[src/rtl/vga_snapshot_ctrl.sv]
// Snapshot sequencer: copies register file, instruction and data memory into the VGA debug RAM.
// Optional macro VGA_SNAP_AUTO_EN: a vblank rising edge also triggers a snapshot.
module vga_snapshot_ctrl #(
  parameter int unsigned NUM_REGS   = 32,
  parameter int unsigned MEM_WORDS  = 92,
  parameter int unsigned RD_LATENCY = 1
) (
  input  logic        clk,
  input  logic        rst_n,
  input  logic        snap_req,
  input  logic        vblank,
  output logic        snap_busy,
  output logic        snap_done,
  output logic [4:0]  reg_rd_addr,
  input  logic [31:0] reg_rd_data,
  output logic [31:0] imem_rd_addr,
  input  logic [31:0] imem_rd_data,
  output logic [31:0] dmem_rd_addr,
  input  logic [31:0] dmem_rd_data,
  output logic [4:0]  reg_mem_addr,
  output logic [31:0] reg_mem_data,
  output logic        reg_mem_enable,
  output logic [31:0] instr_mem_addr,
  output logic [31:0] instr_mem_data,
  output logic        instr_mem_enable,
  output logic [31:0] data_mem_addr,
  output logic [31:0] data_mem_data,
  output logic        data_mem_enable
);

  localparam int unsigned MaxN = (NUM_REGS > MEM_WORDS) ? NUM_REGS : MEM_WORDS;
  localparam int unsigned CW   = $clog2(MaxN + 1);

  typedef enum logic [2:0] {StIdle, StRegs, StInstr, StData, StDone} state_e;

  state_e        state;
  logic          pending;
  logic          iss_v;
  logic [CW-1:0] iss_a;
  logic          pipe_v [RD_LATENCY];
  logic [CW-1:0] pipe_a [RD_LATENCY];

  logic          start;
  logic          wr_v;
  logic [CW-1:0] wr_a;
  logic [CW-1:0] phase_last;
  logic [CW-1:0] iss_a_inc;
  logic          issue_last;
  logic          write_last;

`ifdef VGA_SNAP_AUTO_EN
  logic vblank_q;

  always_ff @(posedge clk or negedge rst_n) begin
    if (!rst_n) begin
      vblank_q <= 1'b0;
    end else begin
      vblank_q <= vblank;
    end
  end

  assign start = snap_req | (vblank & ~vblank_q);
`else
  logic unused_vblank;
  assign unused_vblank = vblank;
  assign start         = snap_req;
`endif

  assign wr_v       = pipe_v[RD_LATENCY-1];
  assign wr_a       = pipe_a[RD_LATENCY-1];
  assign phase_last = (state == StRegs) ? CW'(NUM_REGS - 1) : CW'(MEM_WORDS - 1);
  assign iss_a_inc  = iss_a + CW'(1);
  assign issue_last = iss_v && (iss_a == phase_last);
  assign write_last = wr_v && (wr_a == phase_last);

  assign snap_busy = (state != StIdle);
  assign snap_done = (state == StDone);

  // Write port: delayed address, source data passed straight through in the write cycle.
  assign reg_mem_enable   = wr_v && (state == StRegs);
  assign instr_mem_enable = wr_v && (state == StInstr);
  assign data_mem_enable  = wr_v && (state == StData);
  assign reg_mem_addr     = reg_mem_enable   ? 5'(wr_a)  : '0;
  assign instr_mem_addr   = instr_mem_enable ? 32'(wr_a) : '0;
  assign data_mem_addr    = data_mem_enable  ? 32'(wr_a) : '0;
  assign reg_mem_data     = reg_mem_enable   ? reg_rd_data  : '0;
  assign instr_mem_data   = instr_mem_enable ? imem_rd_data : '0;
  assign data_mem_data    = data_mem_enable  ? dmem_rd_data : '0;

  always_ff @(posedge clk or negedge rst_n) begin
    if (!rst_n) begin
      state        <= StIdle;
      pending      <= 1'b0;
      iss_v        <= 1'b0;
      iss_a        <= '0;
      reg_rd_addr  <= '0;
      imem_rd_addr <= '0;
      dmem_rd_addr <= '0;
      for (int i = 0; i < RD_LATENCY; i++) begin
        pipe_v[i] <= 1'b0;
        pipe_a[i] <= '0;
      end
    end else begin
      pipe_v[0] <= iss_v;
      pipe_a[0] <= iss_a;
      for (int i = 1; i < RD_LATENCY; i++) begin
        pipe_v[i] <= pipe_v[i-1];
        pipe_a[i] <= pipe_a[i-1];
      end

      unique case (state)
        StIdle: begin
          if (start || pending) begin
            state       <= StRegs;
            pending     <= 1'b0;
            iss_v       <= 1'b1;
            iss_a       <= '0;
            reg_rd_addr <= '0;
          end
        end
        StRegs, StInstr, StData: begin
          if (start) pending <= 1'b1;
          if (iss_v) begin
            if (issue_last) begin
              iss_v <= 1'b0;
            end else begin
              iss_a <= iss_a_inc;
              unique case (state)
                StRegs:  reg_rd_addr  <= 5'(iss_a_inc);
                StInstr: imem_rd_addr <= 32'(iss_a_inc);
                default: dmem_rd_addr <= 32'(iss_a_inc);
              endcase
            end
          end
          // The pipe is empty of this phase's reads once its last write retires.
          if (write_last) begin
            unique case (state)
              StRegs: begin
                state        <= StInstr;
                iss_v        <= 1'b1;
                iss_a        <= '0;
                imem_rd_addr <= '0;
              end
              StInstr: begin
                state        <= StData;
                iss_v        <= 1'b1;
                iss_a        <= '0;
                dmem_rd_addr <= '0;
              end
              default: state <= StDone;
            endcase
          end
        end
        StDone: begin
          if (start) pending <= 1'b1;
          state <= StIdle;
        end
        default: state <= StIdle;
      endcase
    end
  end

endmodule

[config.mk]
export PLATFORM = sky130hd
export DESIGN_NAME = vga_snapshot_ctrl
export DESIGN_NICKNAME = d
export VERILOG_FILES = /design/src/rtl/vga_snapshot_ctrl.sv
export SDC_FILE = /design/constraint.sdc
export NUM_CORES = 1
export LEC_CHECK = 0
export BUFFER_PORTS_ARGS = -buffer_cell sky130_fd_sc_hd__clkbuf_2
export CELL_PAD_IN_SITES_DETAIL_PLACEMENT = 1
export CELL_PAD_IN_SITES_GLOBAL_PLACEMENT = 2
export CORE_MARGIN = 5
export CORE_UTILIZATION = 22
export CTS_BUF_LIST = sky130_fd_sc_hd__clkbuf_8
export DETAILED_ROUTE_END_ITERATION = 7
export GPL_TIMING_DRIVEN = 0
export PLACE_DENSITY_LB_ADDON = 0.15
export SYNTH_ARGS = -nofsm -noshare
export SYNTH_HDL_FRONTEND = slang
export SYNTH_SLANG_ARGS = --single-unit
[constraint.sdc]
create_clock -name clk -period 2.5 [get_ports clk]
set_input_delay 0.5 -clock clk [delete_from_list [all_inputs] [get_ports clk]]
set_output_delay 0.5 -clock clk [all_outputs]
set_load 0.01 [all_outputs]
; Word-level counts from Yosys, hierarchy flattened
; Cells that the tools add are included.
[classes]
n_eq_ne = 12
reduce_logical = 17
addsub = 1
muxes = 41
[ops]
columns = operator, count
row1 = 2-to-1 mux 32 bit, 13
row2 = 2-to-1 mux 7 bit, 8
row3 = 2-to-1 mux 5 bit, 5
row4 = == test 7 bit, 2
row5 = case mux 7 bit (2 select lines), 1
row6 = case mux 3 bit (2 select lines), 2
row7 = inequality test 2 bit (second input constant), 5
row8 = case mux 5 bit (2 select lines), 1
row9 = adder 7 x 1 -> 7 bit (second input constant), 1
row10 = 2-to-1 mux 1 bit, 7
row11 = == test 3 x 2 -> 1 bit (second input constant), 2
row12 = 2-to-1 mux 3 bit, 2
row13 = logical AND 1 bit, 5
row14 = AND reduction 5 bit, 1
row15 = case mux 1 bit (2 select lines), 2
row16 = AND reduction 2 bit, 2
row17 = nonzero test 2 bit, 2
row18 = OR reduction 4 bit, 1
row19 = == test 3 x 1 -> 1 bit (second input constant), 1
row20 = == test 3 bit (second input constant), 1
row21 = logical NOT 3 bit, 1
row22 = AND reduction 3 bit, 1
row23 = nonzero test 3 bit, 1
row24 = OR reduction 3 bit, 1
row25 = 3 further kinds, 3
[word_totals]
regBits = 89

; Depth between registers and ports, before layout
[depth]
word_depth = 9
depth_mapped = 7
ltp_nobuf = 6

; Worst setup path before layout
; Ideal clock, no wire load.
[synth_path]
path_kind = reg-to-reg
startpoint = reg iss_a[0]
endpoint = reg imem_rd_addr[12]
period_less_slack_ps = 2123
required_time_ps = 2381
stages_incl_launch_ff = 8
arrival_time_ps = 2004
slack_ps = 377
n_path_buf = 2
cell_sequence = dfrtp_1 ha_1 and4b_1 clkbuf_1 a21oi_2 nor2_1 clkbuf_1 and2_1
[synth_via]
elab_chain_cells = 6
[synth_rtl]
columns = element, line
row1 = "start, declared", 39  ; logic [CW-1:0] iss_a;
row2 = "start signal, assigned", 127  ; iss_a <= iss_a_inc;
row3 = == test 7 bit *, 73  ; assign issue_last = iss_v && (iss_a == phase_last);
row4 = logical AND 1 bit *, 73
row5 = 2-to-1 mux 32 bit *, 124  ; if (issue_last) begin
row6 = 2-to-1 mux 32 bit *, 123  ; if (iss_v) begin
row7 = 2-to-1 mux 32 bit, 137  ; unique case (state)
row8 = 2-to-1 mux 32 bit *, 136  ; if (write_last) begin
row9 = "end signal, assigned", 130  ; StInstr: imem_rd_addr <= 32'(iss_a_inc);
row10 = "end, declared", 16  ; output logic [31:0] imem_rd_addr,
; Every way passes the cells marked *; elsewhere a longest branch is shown, timed or not.
; A chain may end at the register's enable or synchronous reset.

; Worst setup path after layout
[layout_path]
startpoint = reg state[2]
endpoint = out instr_mem_addr[4]
[layout_via]
elab_chain_cells = 3
[layout_rtl]
columns = element, line
row1 = "start, declared", 36  ; state_e state;
row2 = "start signal, assigned", 92  ; state <= StIdle;
row3 = "start signal, assigned", 114  ; state <= StRegs;
row4 = "start signal, assigned", 139  ; state <= StInstr;
row5 = == test 3 x 2 -> 1 bit, 81  ; assign instr_mem_enable = wr_v && (state == StInstr);
row6 = logical AND 1 bit, 81
row7 = 2-to-1 mux 7 bit, 84  ; assign instr_mem_addr = instr_mem_enable ? 32'(wr_a) : '0;
row8 = "end, declared", 23  ; output logic [31:0] instr_mem_addr,
; Every way passes these cells.

==> results_dict.tcl <==
set metrics [dict create \
    outcome "complete, no violations" \
    drc 0 \
    required_ns 2.00 \
    drt-total-wl_um 18100 \
    synth_top_area_share 0.487 \
    clk_latency_ns 0.37 \
    max_freq_mhz 428 \
    grt_antenna_before_repair 0 \
    dieArea_sq_um 23800 \
    vdd_drop_max_mv 0.308 \
    yosys_warnings 0 \
    io-pin-count 339 \
    grt.overflow.total 0 \
    grt_pass1_wl_um 27000 \
    synth-simple-area-share 0.297 \
    synthCells 460 \
    reg2reg_from "pipe_a[5]$_DFF_PN0_" \
    dp.cells 1067 \
    path_class "register to output port" \
    first_iter_violations 148 \
    fin_crit_ns 2.34 \
    worstHoldPathType "input port to async pin" \
    synthTopCellsByCount "and2_1, dfrtp_1, buf_4" \
    worst_pin_slew_ns 0.724 \
    seq_area_frac_synth 0.487 \
    die_width_um 154 \
    route.vias.total 4334 \
    wl_per_cell_um 16.7 \
    grt_max_degree 53 \
    startpoint "state[2]$_DFFE_PN0P_" \
    synthFlopType "dfrtp_1" \
    synth_compound_area_frac 0.0615 \
    synth_top_family_by_area "simple AND/OR/NAND/NOR gates" \
    crit_path_start_kind "register" \
    hold_viol_final 0 \
    period_share 0.934 \
    powerDensity_nw_per_um2 386 \
    cts_htree_levels 3 \
    r2r_setup_slack_ns 0.18 \
    ys_types 43 \
    drive_above_1_share 0.480 \
    std_cell_rows 52 \
    maxSlewViolCount 0 \
    cts_root_buf "clkbuf_8" \
    syn_avg_cell_area_sq_um 9.95 \
    diodes 0 \
    clk_path_buf_depth 2 \
    synth-edff-count 0 \
    max_slew_margin 0.515 \
    ys_ff_latch 89 \
    synth_xor_area_frac 0.00957 \
    cap_violations 0 \
    synthMuxAreaShare 0.0317 \
    synthTopCellsByArea "dfrtp_1, and2_1, buf_4" \
    core_area_sq_um 20400 \
    netlist_area_sq_um 4580 \
    yosys.area_share.adder 0.00273 \
    nets 912 \
    dr.pass1.iters 4 \
    vias_per_cell 3.99 \
    initial_core_util 0.225 \
    skew_ns 0.00913 \
    critPathMaxFanout 10 \
    p_leak_nw 4.02 \
    async_reset_ff_frac 1.00 \
    cts_buffers 9 \
    grt.total_usage 0.143 \
    clk_pin_slew_ns 0.10 \
    instances_no_fill 1086 \
    io_buffers 287 \
    area_growth_pct 50.0 \
    utilization 0.337 \
    critPathCaptureType "output port" \
    ant_nets 0 \
    synthMostInstantiatedCell "and2_1" \
    dp_hpwl_um 15200 \
    cts_tree "built" \
    place_congestion 0.881 \
    cts.sinks 89 \
    grt_pass1_vias 4589 \
    die_height_um 154 \
    synth_largest_area_cell "dfrtp_1" \
    setup_violations 0 \
    crit_arrival_ns 1.84 \
]
-- state kept, by name, summed over array words and instances, names as in the netlist --
signal and count:
iss_a 7, reg_rd_addr 5, state 3, imem_rd_addr 32
iss_v 1, pipe_a 7, pending 1, pipe_v 1
dmem_rd_addr 32
-- layer usage --
metal / track usage / wire [um] / up-vias
li1: - / - / 2099
met1: 0.160 / 6980 / 2043
met2: 0.265 / 9510 / 181
met3: 0.0467 / 1490 / 11
met4: 0.0269 / 134 / 0
met5: 0 / 0 / -
-- through the flow --
stage	setup TNS [ns]	setup slack (ns)	power, mW	hold WS, ns	cell area, sq um
after detailed placement	-10.58	-0.308	1.73	0.468	6560
final	0	0.165	2.65	0.127	6860
after global routing	-0.0411	-0.00917	2.78	0.154	6860
after CTS	0	0.00570	2.70	0.125	6820
after floorplan	0	0.377	1.59	0.204	4760
after global placement	-11.22	-0.298	1.72	0.461	6530
-- placed cells by master, fill, tap and decap left out, drive strengths merged, types with 2 or more instances in the layout --
cell | synthesis | routed
a211oi | 3 | 3
a21o | 2 | 2
a21oi | 6 | 6
a22o | 2 | 2
a31oi | 2 | 2
a32o | 3 | 3
and2 | 132 | 132
and3 | 40 | 40
buf | 51 | 58
clkbuf | 25 | 318
clkinvlp | 0 | 2
conb | 1 | 50
dfrtp | 89 | 89
inv | 7 | 11
mux2i | 13 | 13
nand2 | 12 | 12
nand2b | 5 | 5
nand3 | 4 | 4
nand4 | 3 | 3
nor2 | 24 | 24
nor2b | 2 | 2
nor3 | 4 | 4
o21ai | 6 | 6
o2bb2ai | 6 | 6
o31ai | 2 | 2
xnor2 | 4 | 4
-- logic make-up after synthesis --
logic type / after synthesis
mux: 14
fa+ha+maj: 1
buf+inv: 83
compound gates: 37
simple gates: 230
flops: 89
other cells: 1
xor+xnor: 5
-- final cells by class --
class | count | area (sq um)
clock inverter | 7 | 60.1
buffer | 75 | 509
clock buffer | 9 | 124
sequential | 89 | 2230
inverter | 7 | 26.3
fill | 2486 | 13500
multi-input combinational | 337 | 2080
tap | 270 | 338
timing repair buffer | 292 | 1500
-- power breakdown --
group	internal [mW]	switching, mW	leakage [nW]	total, mW
Clock	0.380	0.567	0.0901	0.947
Sequential	1.44	0.0000000000000000504	1.15	1.44
Combinational	0.138	0.128	2.78	0.266
-- worst max-delay path: stages, from the launching register on --
cell and delay [ns]:
dfrtp_1 0.43, buf_4 0.20, nor2_4 0.13, and3_4 0.23
clkbuf_4 0.18, and2_1 0.13, clkbuf_2 0.17
-- final timing paths --
| check | depth (start not counted) | endpoint |
|---|---|---|
| min in group clk | 3 | pending$_DFFE_PN0P_ |
| min reg2reg | 0 | pipe_a[5]$_DFF_PN0_ |
| max reg2reg | 6 | dmem_rd_addr[18]$_DFFE_PN0P_ |
| max in group asynchronous | 2 | dmem_rd_addr[2]$_DFFE_PN0P_ |
| max | 6 | instr_mem_addr[4] |
| min | 1 | dmem_rd_addr[18]$_DFFE_PN0P_ |
-- repair_timing --
action | in CTS | in global routing
setup endpoints to repair | 170 | 138
resized for setup | 25 | 19
hold buffers | 0 | 0
pin swaps | 2 | 1
setup buffers | 3 | 1
Note: power is estimated with default switching activity, not from simulation.
